<file path="config.mk">
export PLATFORM = sky130hd
export DESIGN_NAME = a12_edge_filt
export DESIGN_NICKNAME = d
export VERILOG_FILES = /design/src/rtl/a12_edge_filt.sv
export SDC_FILE = /design/constraint.sdc
export NUM_CORES = 1
export LEC_CHECK = 0
export ABC_AREA = 1
export BUFFER_PORTS_ARGS = -buffer_cell sky130_fd_sc_hd__buf_2
export CORE_UTILIZATION = 61
export CTS_BUF_LIST = sky130_fd_sc_hd__clkbuf_2 sky130_fd_sc_hd__clkbuf_4 sky130_fd_sc_hd__clkbuf_8
export DETAILED_ROUTE_END_ITERATION = 8
export MAX_ROUTING_LAYER = met4
export PLACE_DENSITY = 0.95
export SYNTH_ARGS = -nofsm -noshare
export SYNTH_HDL_FRONTEND = slang
export SYNTH_SLANG_ARGS = --single-unit
</file>
<file path="constraint.sdc">
create_clock -name clk -period 2 [get_ports clk]
set_input_delay 0.4 -clock clk [delete_from_list [all_inputs] [get_ports clk]]
set_output_delay 0.4 -clock clk [all_outputs]
set_load 0.01 [all_outputs]
</file>
<file path="src/rtl/a12_edge_filt.sv">
// PPU A12 conditioner: synchronises A12/M2, deglitches A12, and qualifies rises by M2-measured low time.
// Emits one-clk rise/fall pulses aligned with the deglitched level.
module a12_edge_filt #(
    parameter int unsigned SYNC_STAGES = 2,
    parameter int unsigned GLITCH_CLKS = 2,
    parameter int unsigned M2_LOW_MIN  = 3
) (
    input  logic       clk,
    input  logic       map_rst_n,
    input  logic       ppu_a12,
    input  logic       cpu_m2,
    input  logic       filt_en,
    input  logic       rej_clr,
    output logic       a12_lvl,
    output logic       a12_pe,
    output logic       a12_ne,
    output logic [3:0] low_cnt,
    output logic [7:0] rej_cnt
);

    typedef enum logic [1:0] {
        LOW_WAIT  = 2'd0,
        LOW_ARMED = 2'd1,
        HIGH      = 2'd2
    } state_t;

    logic [SYNC_STAGES-1:0] a12_sync_q, a12_sync_d;
    logic [SYNC_STAGES-1:0] m2_sync_q, m2_sync_d;
    logic                   m2_prev_q, m2_prev_d;
    logic [2:0]             glitch_ctr_q, glitch_ctr_d;
    logic                   a12_lvl_q, a12_lvl_d;
    logic                   a12_pe_q, a12_pe_d;
    logic                   a12_ne_q, a12_ne_d;
    logic [3:0]             low_cnt_q, low_cnt_d;
    logic [7:0]             rej_cnt_q, rej_cnt_d;
    state_t                 state_q, state_d;

    logic a12_s, m2_s, m2_fall, toggle, rise, fall, rej_inc;

    always_comb begin
        a12_sync_d = {a12_sync_q[SYNC_STAGES-2:0], ppu_a12};
        m2_sync_d  = {m2_sync_q[SYNC_STAGES-2:0], cpu_m2};
        a12_s      = a12_sync_q[SYNC_STAGES-1];
        m2_s       = m2_sync_q[SYNC_STAGES-1];
        m2_prev_d  = m2_s;
        m2_fall    = m2_prev_q & ~m2_s;

        // Level changes only after GLITCH_CLKS consecutive disagreeing samples
        toggle       = 1'b0;
        glitch_ctr_d = '0;
        if (a12_s != a12_lvl_q) begin
            if (glitch_ctr_q == 3'(GLITCH_CLKS - 1)) begin
                toggle = 1'b1;
            end else begin
                glitch_ctr_d = glitch_ctr_q + 3'd1;
            end
        end
        rise      = toggle & ~a12_lvl_q;
        fall      = toggle & a12_lvl_q;
        a12_lvl_d = a12_lvl_q ^ toggle;

        if (a12_lvl_q) begin
            low_cnt_d = '0;
        end else if (m2_fall && (low_cnt_q != 4'hF)) begin
            low_cnt_d = low_cnt_q + 4'd1;
        end else begin
            low_cnt_d = low_cnt_q;
        end

        state_d  = state_q;
        a12_pe_d = 1'b0;
        a12_ne_d = 1'b0;
        rej_inc  = 1'b0;
        case (state_q)
            LOW_WAIT: begin
                // Pre-increment count decides, so a same-cycle M2 fall cannot qualify the rise
                if (rise) begin
                    state_d = HIGH;
                    if (!filt_en || (low_cnt_q >= 4'(M2_LOW_MIN))) begin
                        a12_pe_d = 1'b1;
                    end else begin
                        rej_inc = 1'b1;
                    end
                end else if (low_cnt_q >= 4'(M2_LOW_MIN)) begin
                    state_d = LOW_ARMED;
                end
            end
            LOW_ARMED: begin
                if (rise) begin
                    state_d  = HIGH;
                    a12_pe_d = 1'b1;
                end
            end
            HIGH: begin
                if (fall) begin
                    state_d  = LOW_WAIT;
                    a12_ne_d = 1'b1;
                end
            end
            default: state_d = LOW_WAIT;
        endcase

        if (rej_clr) begin
            rej_cnt_d = '0;
        end else if (rej_inc && (rej_cnt_q != 8'hFF)) begin
            rej_cnt_d = rej_cnt_q + 8'd1;
        end else begin
            rej_cnt_d = rej_cnt_q;
        end
    end

    always_ff @(posedge clk or negedge map_rst_n) begin
        if (!map_rst_n) begin
            a12_sync_q   <= '0;
            m2_sync_q    <= '0;
            m2_prev_q    <= 1'b0;
            glitch_ctr_q <= '0;
            a12_lvl_q    <= 1'b0;
            a12_pe_q     <= 1'b0;
            a12_ne_q     <= 1'b0;
            low_cnt_q    <= '0;
            rej_cnt_q    <= '0;
            state_q      <= LOW_WAIT;
        end else begin
            a12_sync_q   <= a12_sync_d;
            m2_sync_q    <= m2_sync_d;
            m2_prev_q    <= m2_prev_d;
            glitch_ctr_q <= glitch_ctr_d;
            a12_lvl_q    <= a12_lvl_d;
            a12_pe_q     <= a12_pe_d;
            a12_ne_q     <= a12_ne_d;
            low_cnt_q    <= low_cnt_d;
            rej_cnt_q    <= rej_cnt_d;
            state_q      <= state_d;
        end
    end

    assign a12_lvl = a12_lvl_q;
    assign a12_pe  = a12_pe_q;
    assign a12_ne  = a12_ne_q;
    assign low_cnt = low_cnt_q;
    assign rej_cnt = rej_cnt_q;

endmodule

</file>
==> results of run 1 <==
[area by class of cell]
class                           instances  area [um^2]  share of cell area
Clock buffer                            4         30.0              0.0221
Inverter                               15         56.3              0.0414
Multi-Input combinational cell        101          515               0.379
Sequential cell                        25          626               0.460
Tap cell                               25         31.3              0.0230
Timing Repair Buffer                   20          100              0.0737
[worst paths after layout]
| path | endpoint | cells past startpoint | slack, ns | start |
|---|---|---|---|---|
| max in group asynchronous | low_cnt[3] | 1 | 1.59 | map_rst_n |
| hold / removal | state_q[0] | 1 | 0.05 | map_rst_n |
| setup / recovery | rej_cnt[3] | 8 | 0.38 | low_cnt[0] |
| min in group clk | a12_sync_q[0] | 1 | 0.19 | ppu_a12 |
| hold reg to reg | a12_sync_q[1] | 0 | 0.35 | a12_sync_q[0] |
| setup reg to reg | rej_cnt[3] | 8 | 0.38 | low_cnt[0] |
[power by group through the flow]
stage | clock, mW | sequential [mW] | combinational [mW]
floorplan | 0 | 0.675 | 0.195
global placement | 0 | 0.661 | 0.296
detailed placement | 0 | 0.667 | 0.311
CTS | 0.237 | 0.657 | 0.318
global route | 0.260 | 0.670 | 0.359
finish | 0.228 | 0.658 | 0.321
[cell usage after synthesis]
cell      instances
xor2_1            3
o21ai_1           2
nor2_2            3
dfrtp_1          25
a21oi_1           3
nor4_1            1
nand3_1          14
nand2_1          34
nor2_1           23
nor3_1            4
inv_1            11
nand3_2           2
a31oi_1           1
nand4_1           2
nand3_4           1
nand2_4           1
o21ai_0           1
clkinv_1          1
inv_2             3
nor2_4            2
buf_2             1
ha_1              2
o21a_1            1
nand3b_1          1
[kinds of logic after synthesis]
logic type                 after synthesis  synth area share
adders and majority gates                2            0.0208
AOI/OAI and AO/OA                        8            0.0364
and+or+nand+nor                         88             0.350
xor gates and xnor gates                 3            0.0219
buffers and inverters                   16            0.0510
DFF                                     25             0.520
[through the flow]
step	utilization	cells	instance area [um^2]	hold WS (ns)	setup slack (ns)
4_1_cts	0.762	190	1360	0.0632	0.414
5_1_grt	0.762	190	1360	0.0753	0.310
3_3_place_gp	0.745	186	1330	0.332	0.583
2_1_floorplan	-	142	1200	0.104	0.627
6_report	0.762	190	1360	0.0485	0.376
3_5_place_dp	0.745	186	1330	0.336	0.488
[routing by layer]
metal  track usage  routed length [um]
met1         0.339                1010
met3        0.0510                 146
met4         0.159                 114
met2         0.414                1220
met5             -                   0
[sequential cells by signal, summed over array words and instances (netlist names), named ones only]
register,cells
a12_sync_q,2
glitch_ctr_q,3
low_cnt,4
a12_ne,1
rej_cnt,8
a12_pe,1
m2_prev_q,1
state_q,2
m2_sync_q,2
==> summary.txt, run 1 <==
Status
  • Status: finished, final reports clean

Timing
  • Period minus WS final: 1.62 ns
  • Hold Violations, Final: 0
  • Max Fclk: 0.616 GHz
  • Tcrit/Tclk final: 0.812
  • Worst Skew: 0.00978 ns
  • Unrepaired setup endpoints after global routing: no
  • Max Slew Vio Count: 0
  • Slew @ Worst Pin: 0.541 ns
  • Final Setup Violations: 0
  • Slew margin rel.: 0.639
  • Setup TNS: 0 ns

Power
  • Comb pwr share: 0.266
  • P_int: 785 uW
  • Psw: 423 uW
  • Pleak: 0.715 nW
  • Clock power share: 0.189
  • Total power: 1.21 mW
  • Power per cell area: 889 nW/um^2
  • Switching Fraction: 0.350
  • Flop pwr share: 0.545
  • Worst IR drop on VDD: 0.622 mV

Setup path
  • Slowest stage cell, crit path: dfrtp_1
  • Crit path required time: 2.25 ns
  • Max incr delay on CP: 0.44 ns
  • Crit path buffers/inverters: 1
  • CP most frequent cell: nand2_1
  • Crit Path Max Fanout: 9
  • Critical path launch point type: register
  • CP Capture Type: register
  • Top Family by Delay on Critical Path: simple AND/OR/NAND/NOR gates
  • Crit-path cells: ha_1 > nor2_2 > nand4_1 > clkinv_1 > nand3_4 > nand2_4 > nand2_1 > nand2_1
  • WS Path Type: reg2reg
  • Critical path arrival: 1.88 ns

Floorplan
  • I/O pin total: 21
  • Core area: 1780 um^2
  • Initial Util: 0.674
  • Die Height: 46.4 um
  • Die area: 2150 um^2
  • Die Span X: 46.4 um
  • Row cnt: 15

Logic synthesis
  • Syn Nets: 150
  • Main area contributors after synthesis: dfrtp_1 52%, nand2_1 11%, nor2_1 7.2%
  • Distinct cells, synth: 24
  • Gate Count Post-Synth: 142
  • Post-synthesis cell area: 1200 um^2
  • Syn. warnings: 0
  • Register area share after synthesis: 0.520
  • Register bit total from synthesis: 25
  • Top-area cell type share of the netlist area: 0.520
  • Synth Area per Inst: 8.47 um^2
  • Largest area contributor in the netlist: dfrtp_1

GRT
  • Total GRT Usage: 0.274
  • First-pass GRT wire length: 3.91 mm
  • Pin count of the biggest net entering global routing: 26
  • Initial antenna violation count: 0
  • Vias in the first global route: 946
  • Total congestion overflow: 0

Clock tree
  • Setup bufs post-CTS: 0
  • Worst-path clk slew: 0.13 ns
  • CTS tree: yes
  • Skew-Pair Late Insertion Delay: 0.31 ns
  • TritonCTS Buffers: 3
  • CTS hold repair buffers: 0
  • CTS resizes: 0
  • CTS H-tree depth: 1
  • Clock root buffer: clkbuf_4
  • CTS max path bufs: 2
  • Clock Sinks: 25

Final layout
  • Total Nets Final: 174
  • Ant diodes: 0
  • Most frequent cells in the layout: 34 x nand2_1, 25 x dfrtp_1, 23 x nor2_1, 20 x buf_2, 14 x nand3_1
  • Commonest non-fill, non-tap cell in the layout: nand2_1
  • Filler cells: 118
  • Layout cells sized above 1: 0.218
  • Area grow syn2layout: 13.0%

Route
  • 1st-pass router iterations: 4
  • First-iteration detailed-routing DRC count: 47
  • Wire per inst: 13.1 um
  • Via density: 5.51
  • Drc violations: 0
  • Antenna Nets Post-Route: 0
  • WL final: 2.49 mm
  • Via Count: 1047

Placement
  • Port-buffer cells: 20
  • Post-DP HPWL: 1.77 mm
  • Routability Congestion: 0.962

Min path
  • Hold Path Class: in2async

Run
  • MaxCap Viol Count: 0
(Power assumes the default switching activity.)
==> run 2: changes to the inputs <==
- CORE_UTILIZATION: 61 -> 57
- PLACE_DENSITY: 0.95 -> 0.91
- clock period: 2 -> 1.6 ns (I/O delays scaled with it)
==> run 2 against run 1 <==
Power increased by 27%. Register-to-register slack got worse by 0.25 ns. Cell count increased by 2.6%. Critical path type unchanged. Sequential cell count unchanged.
==> summary.txt, run 2 (synthesis results as in run 1) <==
Final layout
  • Seq. cell area: 626 um^2
  • Cell Count, Final, Fillers Out: 195
  • Cell area after layout: 1390 um^2
  • Layout cells sized above 1: 0.226
  • Area grow syn2layout: 15.3%
  • Max reg flops: 8
  • Most frequent cells in the layout: 34 x nand2_1, 25 x dfrtp_1, 23 x nor2_1, 20 x buf_2, 14 x nand3_1
  • Total Nets Final: 177
  • Area of the multi-input gates: 515 um^2
  • Ant diodes: 0
  • Commonest non-fill, non-tap cell in the layout: nand2_1
  • Filler cells: 152

Min path
  • Worst Hold Path EP: m2_sync_q[0]
  • Hold Path Class: in2reg
  • Hold path start: cpu_m2
  • Hold depth: 1

Timing
  • Tcrit/Tclk final: 0.921
  • Hold Violations, Final: 0
  • Final Setup Violations: 0
  • Max Fclk: 0.679 GHz
  • Slew @ Worst Pin: 0.544 ns
  • Slew margin rel.: 0.638
  • Period minus WS final: 1.47 ns
  • Worst Skew: 0.00295 ns
  • Max Slew Vio Count: 0

Placement
  • Post-Place Cells: 188
  • Post-DP HPWL: 1.75 mm
  • Routability Congestion: 0.840
  • Area post-placement: 1330 um^2
  • Port-buffer cells: 20

Setup path
  • Top Family by Delay on Critical Path: simple AND/OR/NAND/NOR gates
  • R2R Setup Slk: 0.13 ns
  • Max incr delay on CP: 0.43 ns
  • CP most frequent cell: nand2_1
  • Crit path buffers/inverters: 1
  • WS Path Type: reg2reg
  • Crit Path Max Fanout: 9
  • Critical path arrival: 1.74 ns
  • Crit path required time: 1.86 ns
  • R2R Path Start: low_cnt[0]
  • Reg2reg end: rej_cnt[0]
  • Crit-path cells: ha_1 > nor2_2 > nand4_1 > clkinv_1 > nand3_4 > nand2_4 > nand2_1 > nand2_1
  • CP Capture Type: register
  • Reg2reg path depth: 8
  • Slowest stage cell, crit path: dfrtp_1
  • Critical path launch point type: register

Clock tree
  • Clock root buffer: clkbuf_4
  • Skew-Pair Late Insertion Delay: 0.31 ns
  • CTS resizes: 0
  • Clock Sinks: 25
  • Worst-path clk slew: 0.14 ns
  • CTS tree: yes
  • CTS H-tree depth: 1
  • CTS max path bufs: 2
  • TritonCTS Buffers: 3

Power
  • Worst IR drop on VDD: 0.756 mV
  • Power per cell area: 1100 nW/um^2
  • Pleak: 0.724 nW
  • Total power: 1.53 mW

Route
  • Drc violations: 0
  • Via density: 5.22
  • First-iteration detailed-routing DRC count: 28
  • WL final: 2.43 mm
  • 1st-pass router iterations: 4
  • Antenna Nets Post-Route: 0
  • Via Count: 1018
  • Wire per inst: 12.4 um

Floorplan
  • I/O pin total: 21
  • Core area: 1980 um^2
  • Die area: 2300 um^2
  • Row cnt: 16
  • Die Span X: 47.9 um
  • Initial Util: 0.607
  • Die Height: 47.9 um

GRT
  • Initial antenna violation count: 0
  • Vias in the first global route: 833
  • Pin count of the biggest net entering global routing: 26
  • First-pass GRT wire length: 3.48 mm
  • Total congestion overflow: 0
  • Total GRT Usage: 0.237

Status
  • Status: finished, final reports clean

Run
  • MaxCap Viol Count: 0
run 2: changes by cell type in the layout (fill, tap and decap cells not counted):
cell           before  now
clkbuf_4            4    3
buf_4               0    2
dlygate4sd3_1       0    1
clkinvlp_4          0    1
run 2: area by class of cell:
type,count,share of cell area
sequential,25,0.451
multi-input combinational,101,0.372
timing repair buffer,23,0.0903
inverter,15,0.0406
tap,27,0.0244
clock buffer,3,0.0162
clock inverter,1,0.00542
run 2: worst max-delay path by stage:
stage | from | endpoint | slack, ns | cells after the start
floorplan | low_cnt[0] | rej_cnt[5] | 0.23 | 8
global placement | low_cnt[0] | rej_cnt[2] | 0.19 | 8
detailed placement | low_cnt[0] | rej_cnt[0] | 0.1 | 8
CTS | low_cnt[0] | rej_cnt[0] | 0.05 | 8
global route | low_cnt[0] | rej_cnt[7] | -0.02 | 8
finish | low_cnt[0] | rej_cnt[0] | 0.13 | 8
run 2: report_power, final:
part / internal (mW) / switching, mW / leakage, nW
sequential: 0.720 / 0.0989 / 0.329
clock: 0.0953 / 0.189 / 0.0139
combinational: 0.171 / 0.257 / 0.381
total: 0.986 / 0.545 / 0.724
run 2: worst reg2reg max path, stage by stage (launching register included):
cell and delay (ns):
dfrtp_1 0.43, ha_1 0.25, nor2_2 0.12, nand4_1 0.12, clkinv_1 0.11, nand3_4 0.14
nand2_4 0.13, nand2_1 0.07, nand2_1 0.07
run 2: per-stage QoR:
stage / setup slack, ns / hold WS [ns] / util / setup TNS [ns]
CTS: 0.0468 / 0.0904 / 0.692 / 0
global placement: 0.193 / 0.323 / 0.672 / 0
global route: -0.0192 / 0.0685 / 0.699 / -0.0346
detailed placement: 0.0952 / 0.331 / 0.672 / 0
finish: 0.126 / 0.0993 / 0.699 / 0
floorplan: 0.227 / 0.0244 / - / 0
run 2: what timing repair did:
action / in CTS / in global routing
endpoints found under the hold margin: 25 / 0
endpoints found under the setup margin: 0 / 8
hold buffers: 1 / 0
buffers inserted: 0 / 2
run 2: metal layers:
metal	vias up	part of all wire	global-route usage
met5	-	0	-
met4	0	0.023	0.111
met3	8	0.056	0.0453
met2	45	0.50	0.386
met1	462	0.42	0.280
li1	503	-	-
